--- config.mk ---
export PLATFORM = sky130hd
export DESIGN_NAME = instr_fetch_queue
export DESIGN_NICKNAME = d
export VERILOG_FILES = /design/src/rtl/instr_fetch_queue.sv
export SDC_FILE = /design/constraint.sdc
export NUM_CORES = 1
export LEC_CHECK = 0
export CORE_ASPECT_RATIO = 0.75
export CORE_MARGIN = 5
export CORE_UTILIZATION = 30
export CTS_BUF_LIST = sky130_fd_sc_hd__clkbuf_4
export CTS_CLUSTER_DIAMETER = 100
export CTS_CLUSTER_SIZE = 20
export DETAILED_ROUTE_END_ITERATION = 10
export PLACE_DENSITY = 0.56
export SYNTH_ARGS = -nofsm -noshare
export SYNTH_HDL_FRONTEND = slang
export SYNTH_SLANG_ARGS = --single-unit
--- constraint.sdc ---
create_clock -name clk -period 6.9 [get_ports clk]
set_input_delay 1.38 -clock clk [delete_from_list [all_inputs] [get_ports clk]]
set_output_delay 1.38 -clock clk [all_outputs]
set_load 0.1 [all_outputs]
--- src/rtl/instr_fetch_queue.sv ---
// Instruction fetch queue: buffers 32-bit instructions and issues one per clock with a pc tag.
// Optional opcode legality check is enabled by defining FETCHQ_OPCODE_CHECK_EN.
module instr_fetch_queue #(
    parameter int          DEPTH     = 8,
    parameter logic [31:0] RESET_PC  = 32'h00000000,
    parameter logic [31:0] NOP_INSTR = 32'h00000013
) (
    input  logic                       clk,
    input  logic                       rst,
    input  logic                       in_valid,
    input  logic [31:0]                in_instr,
    output logic                       in_ready,
    input  logic                       cpu_stall,
    output logic [31:0]                instr,
    output logic                       instr_vld,
    output logic [31:0]                pc,
    output logic [$clog2(DEPTH+1)-1:0] count,
    output logic                       full,
    output logic                       empty,
    output logic                       illegal
);
    localparam int AW = $clog2(DEPTH);
    localparam int CW = $clog2(DEPTH + 1);
    localparam logic [CW-1:0] DEPTH_C = CW'(DEPTH);

    logic [31:0]   r_mem [DEPTH];
    logic [AW-1:0] r_wr_ptr;
    logic [AW-1:0] r_rd_ptr;
    logic [CW-1:0] r_count;
    logic [31:0]   r_instr;
    logic          r_instr_vld;
    logic [31:0]   r_pc;
    logic [31:0]   r_next_pc;

    logic          w_push;
    logic          w_pop;
    logic [31:0]   w_head;

    // Ready looks only at the registered count, so a same-cycle pop never frees a slot early.
    assign in_ready = !rst && (r_count < DEPTH_C);
    assign w_push   = in_valid && in_ready;
    assign w_pop    = !cpu_stall && (r_count != '0);
    assign w_head   = r_mem[r_rd_ptr];

    always_ff @(posedge clk) begin
        if (w_push) begin
            r_mem[r_wr_ptr] <= in_instr;
        end
    end

    always_ff @(posedge clk) begin
        if (rst) begin
            r_wr_ptr <= '0;
            r_rd_ptr <= '0;
            r_count  <= '0;
        end else begin
            if (w_push) r_wr_ptr <= r_wr_ptr + AW'(1);
            if (w_pop)  r_rd_ptr <= r_rd_ptr + AW'(1);
            unique case ({w_push, w_pop})
                2'b10:   r_count <= r_count + CW'(1);
                2'b01:   r_count <= r_count - CW'(1);
                default: r_count <= r_count;
            endcase
        end
    end

`ifdef FETCHQ_OPCODE_CHECK_EN
    logic r_illegal;
    logic w_head_legal;

    always_comb begin
        w_head_legal = 1'b0;
        unique case (w_head[6:0])
            7'b0010011: w_head_legal = (w_head[14:12] == 3'b000);
            7'b0110011: w_head_legal = ({w_head[31:25], w_head[14:12]} inside
                            {10'b0000000_000, 10'b0100000_000, 10'b0000000_111,
                             10'b0000000_110, 10'b0000000_010});
            default:    w_head_legal = 1'b0;
        endcase
    end

    always_ff @(posedge clk) begin
        if (rst) begin
            r_instr     <= NOP_INSTR;
            r_instr_vld <= 1'b0;
            r_pc        <= RESET_PC;
            r_next_pc   <= RESET_PC;
            r_illegal   <= 1'b0;
        end else if (!cpu_stall) begin
            if (r_count != '0) begin
                // Illegal entries still consume a slot and a pc, but issue as a flagged NOP.
                r_instr     <= w_head_legal ? w_head : NOP_INSTR;
                r_instr_vld <= 1'b1;
                r_illegal   <= !w_head_legal;
                r_pc        <= r_next_pc;
                r_next_pc   <= r_next_pc + 32'd4;
            end else begin
                r_instr     <= NOP_INSTR;
                r_instr_vld <= 1'b0;
                r_illegal   <= 1'b0;
            end
        end
    end

    assign illegal = r_illegal;
`else
    always_ff @(posedge clk) begin
        if (rst) begin
            r_instr     <= NOP_INSTR;
            r_instr_vld <= 1'b0;
            r_pc        <= RESET_PC;
            r_next_pc   <= RESET_PC;
        end else if (!cpu_stall) begin
            if (r_count != '0) begin
                r_instr     <= w_head;
                r_instr_vld <= 1'b1;
                r_pc        <= r_next_pc;
                r_next_pc   <= r_next_pc + 32'd4;
            end else begin
                r_instr     <= NOP_INSTR;
                r_instr_vld <= 1'b0;
            end
        end
    end

    assign illegal = 1'b0;
`endif

    assign instr     = r_instr;
    assign instr_vld = r_instr_vld;
    assign pc        = r_pc;
    assign count     = r_count;
    assign full      = (r_count == DEPTH_C);
    assign empty     = (r_count == '0);

endmodule

==> flow_summary.json <==
{
  "rsz0062_at_grt": "false",
  "cts-resized-gates": 0,
  "ys_seq_area_frac": 0.717,
  "cts_sinks": 362,
  "track_usage": 0.111,
  "layout-drive-gt1-share": 0.138,
  "antenna_found_initial": 4,
  "rr_worst_depth": 10,
  "hold_viol_final": 0,
  "crit_arrival_ns": 3.48,
  "min_period_ns": 4.86,
  "synth_compound_area_frac": 0.0452,
  "globalRoute.busiestLayer": "met2",
  "htree_levels": 1,
  "gr-usage-met1": 0.164,
  "synth_top_family_by_area": "multiplexers",
  "hold_buffers": 0,
  "fmax_ghz": 0.206,
  "p_sw_mw": 1.69,
  "clockBufferDepth": 3,
  "dp_hpwl_um": 17300,
  "vias": 7330,
  "end_kind": "output port",
  "slew_headroom": 0.234,
  "area_growth_pct": 14.6,
  "finalSetupViolCount": 0,
  "cts_tree": "built",
  "gp_congestion": 0.747,
  "synth.avg_cell_area_um2": 15.8,
  "critical_path_peak_fanout": 13,
  "numCtsBuffers": 22,
  "synth_area_leaders": "edfxtp_1 56%, dfxtp_1 16%, mux4_2 11%",
  "synthFlopType": "edfxtp_1",
  "power.density_nw_per_um2": 307,
  "max-vdd-ir-drop_mv": 0.149,
  "clockPowerShare": 0.185,
  "synth-simple-area-share": 0.0745,
  "clock_latency_ns": 0.74,
  "synth.distinct_cells": 41,
  "grt_pass1_wl_um": 44700,
  "synth_edf_count": 256,
  "yosysTopAreaCellShare": 0.562,
  "die_area_um2": 50000,
  "r2r_end": "count[2]",
  "drt_pass1_iterations": 4,
  "portBuffers": 105,
  "timing.setup.tns_ns": 0,
  "grt_use_met2": 0.174,
  "status": "finished, final reports clean",
  "cp-start-kind": "flip-flop",
  "p_leak_nw": 4.62,
  "yosys.area.top_type": "edfxtp_1",
  "clkTransAtPathRegs_ns": 0.22,
  "die_width_um": 257,
  "drtAntennaViolNets": 0,
  "fillers": 4233,
  "ios": 109,
  "wl_per_cell_um": 18.2,
  "p_int_mw": 3.14,
  "tightest_slew_ns": 1.14,
  "total_power_mw": 4.82,
  "synthArstFlopShare": 0,
  "finalMaxSlewViolations": 0,
  "power_frac_comb": 0.291,
  "hold-path-endpoint": "pc[27]",
  "timing.final.crit_share": 0.705,
  "use_met3": 0.0209,
  "r2r_slack_ns": 2.87,
  "synth_fa_ha_area_frac": 0.00549,
  "critical_path_class": "flip-flop to output port",
  "grt_pass1_vias": 7498,
  "fin_skew_ns": 0.0397,
  "synthMuxAreaShare": 0.131,
  "routed_wl_um": 28300,
  "cts_root_buf": "clkbuf_4",
  "netSwitchingFraction": 0.350,
  "drt_iter0_markers": 527,
  "drc_errors": 0,
  "drv_cap": 0,
  "syn_area_um2": 13700,
  "grt_overflow_total": 0,
  "synth_xor_area_frac": 0.00768,
  "synth_common_cells": "256 x edfxtp_1, 108 x nand2_1, 106 x dfxtp_1",
  "ys_ff_latch": 362,
  "min_path_cells": 2,
  "die_h_um": 195,
  "grt_max_degree": 80,
  "core-area_um2": 44800,
  "hold_class": "flip-flop to flip-flop",
  "cp.required_ns": 5.52,
  "synth_cells": 866,
  "initial_core_util": 0.305,
  "r2r_start": "count[0]",
  "synth_most_common_cell": "edfxtp_1",
  "nets": 994,
  "synth-warning-count": 0,
  "via_per_inst": 4.71,
  "num_rows": 67,
  "min-delay-start": "pc[27]",
  "seqPwrFrac": 0.525,
  "postCtsSetupRepairBufs": 0
}
layer usage:
metal,wire (um),share of wire
met1,13700,0.48
met2,13100,0.46
met3,1000,0.035
met4,497,0.018
met5,27,0.00095
cells in the final DEF (no fill, tap or decap), types with 7 or more instances in the layout:
master / n
o31ai_1: 13
or3_1: 11
nand3_1: 7
edfxtp_1: 256
a21oi_1: 61
or4_1: 14
o21ai_0: 40
nand2b_1: 8
nand4_1: 9
mux2i_1: 33
nand2_1: 108
clkbuf_4: 38
xnor2_1: 8
nor2_1: 18
mux4_2: 64
buf_4: 10
dfxtp_1: 103
clkdlybuf4s50_1: 104
state kept, by name (all words and copies together) (netlist names), named ones only:
register   count
r_wr_ptr       3
instr_vld      1
instr         32
count          4
r_mem        256
r_rd_ptr       3
r_next_pc     30
pc            30
worst max-delay path, stage by stage (launching register included):
cell	delay (ns)
dfxtp_1	0.44
nor4_2	0.99
clkdlybuf4s50_1	1.31
power by group through the flow:
stage | Combinational, mW | Clock, mW | Sequential, mW
6_report | 1.40 | 0.890 | 2.53
5_1_grt | 1.49 | 1.02 | 2.55
4_1_cts | 1.43 | 0.935 | 2.54
3_5_place_dp | 1.42 | 0 | 2.58
3_3_place_gp | 1.41 | 0 | 2.58
2_1_floorplan | 0.694 | 0 | 2.97
through the flow:
| step | area, um^2 | utilization | worst slack (ns) | hold slack, ns | cells |
|---|---|---|---|---|---|
| 6_report | 15700 | 0.350 | 2.04 | 0.467 | 1555 |
| 5_1_grt | 15700 | 0.350 | 1.80 | 0.492 | 1555 |
| 4_1_cts | 15700 | 0.350 | 1.98 | 0.469 | 1554 |
| 3_5_place_dp | 15400 | 0.343 | 2.29 | 0.448 | 1514 |
| 3_3_place_gp | 15400 | 0.343 | 2.39 | 0.443 | 1514 |
| 2_1_floorplan | 13700 | - | 1.37 | 0.441 | 868 |
final cells by class:
| type | count | area [um^2] | share of cell area |
|---|---|---|---|
| Timing Repair Buffer | 115 | 1120 | 0.0715 |
| Multi-Input combinational cell | 445 | 3690 | 0.235 |
| Clock inverter | 2 | 20.0 | 0.00128 |
| Sequential cell | 362 | 9820 | 0.626 |
| Inverter | 6 | 22.5 | 0.00144 |
| Clock buffer | 38 | 285 | 0.0182 |
| Antenna cell | 1 | 2.50 | 0.000160 |
| Tap cell | 586 | 733 | 0.0467 |
worst max path at each step:
stage,to,slack (ns),cells after the start,start
2_1_floorplan,full,1.37,1,count[3]
3_3_place_gp,count[2],2.39,10,cpu_stall
3_5_place_dp,count[2],2.29,10,cpu_stall
4_1_cts,empty,1.98,2,count[0]
5_1_grt,empty,1.80,2,count[0]
6_report,empty,2.04,2,count[0]
cell families (layout without fill, tap and decap cells):
| group | after synthesis | after routing |
|---|---|---|
| compound gates | 116 | 116 |
| xor+xnor | 12 | 12 |
| fa+ha+maj | 6 | 6 |
| buf+inv | 61 | 161 |
| flops | 362 | 362 |
| mux | 99 | 99 |
| other cells | 1 | 4 |
| simple gates | 209 | 209 |
No activity file was read; power rests on OpenSTA's default activity.
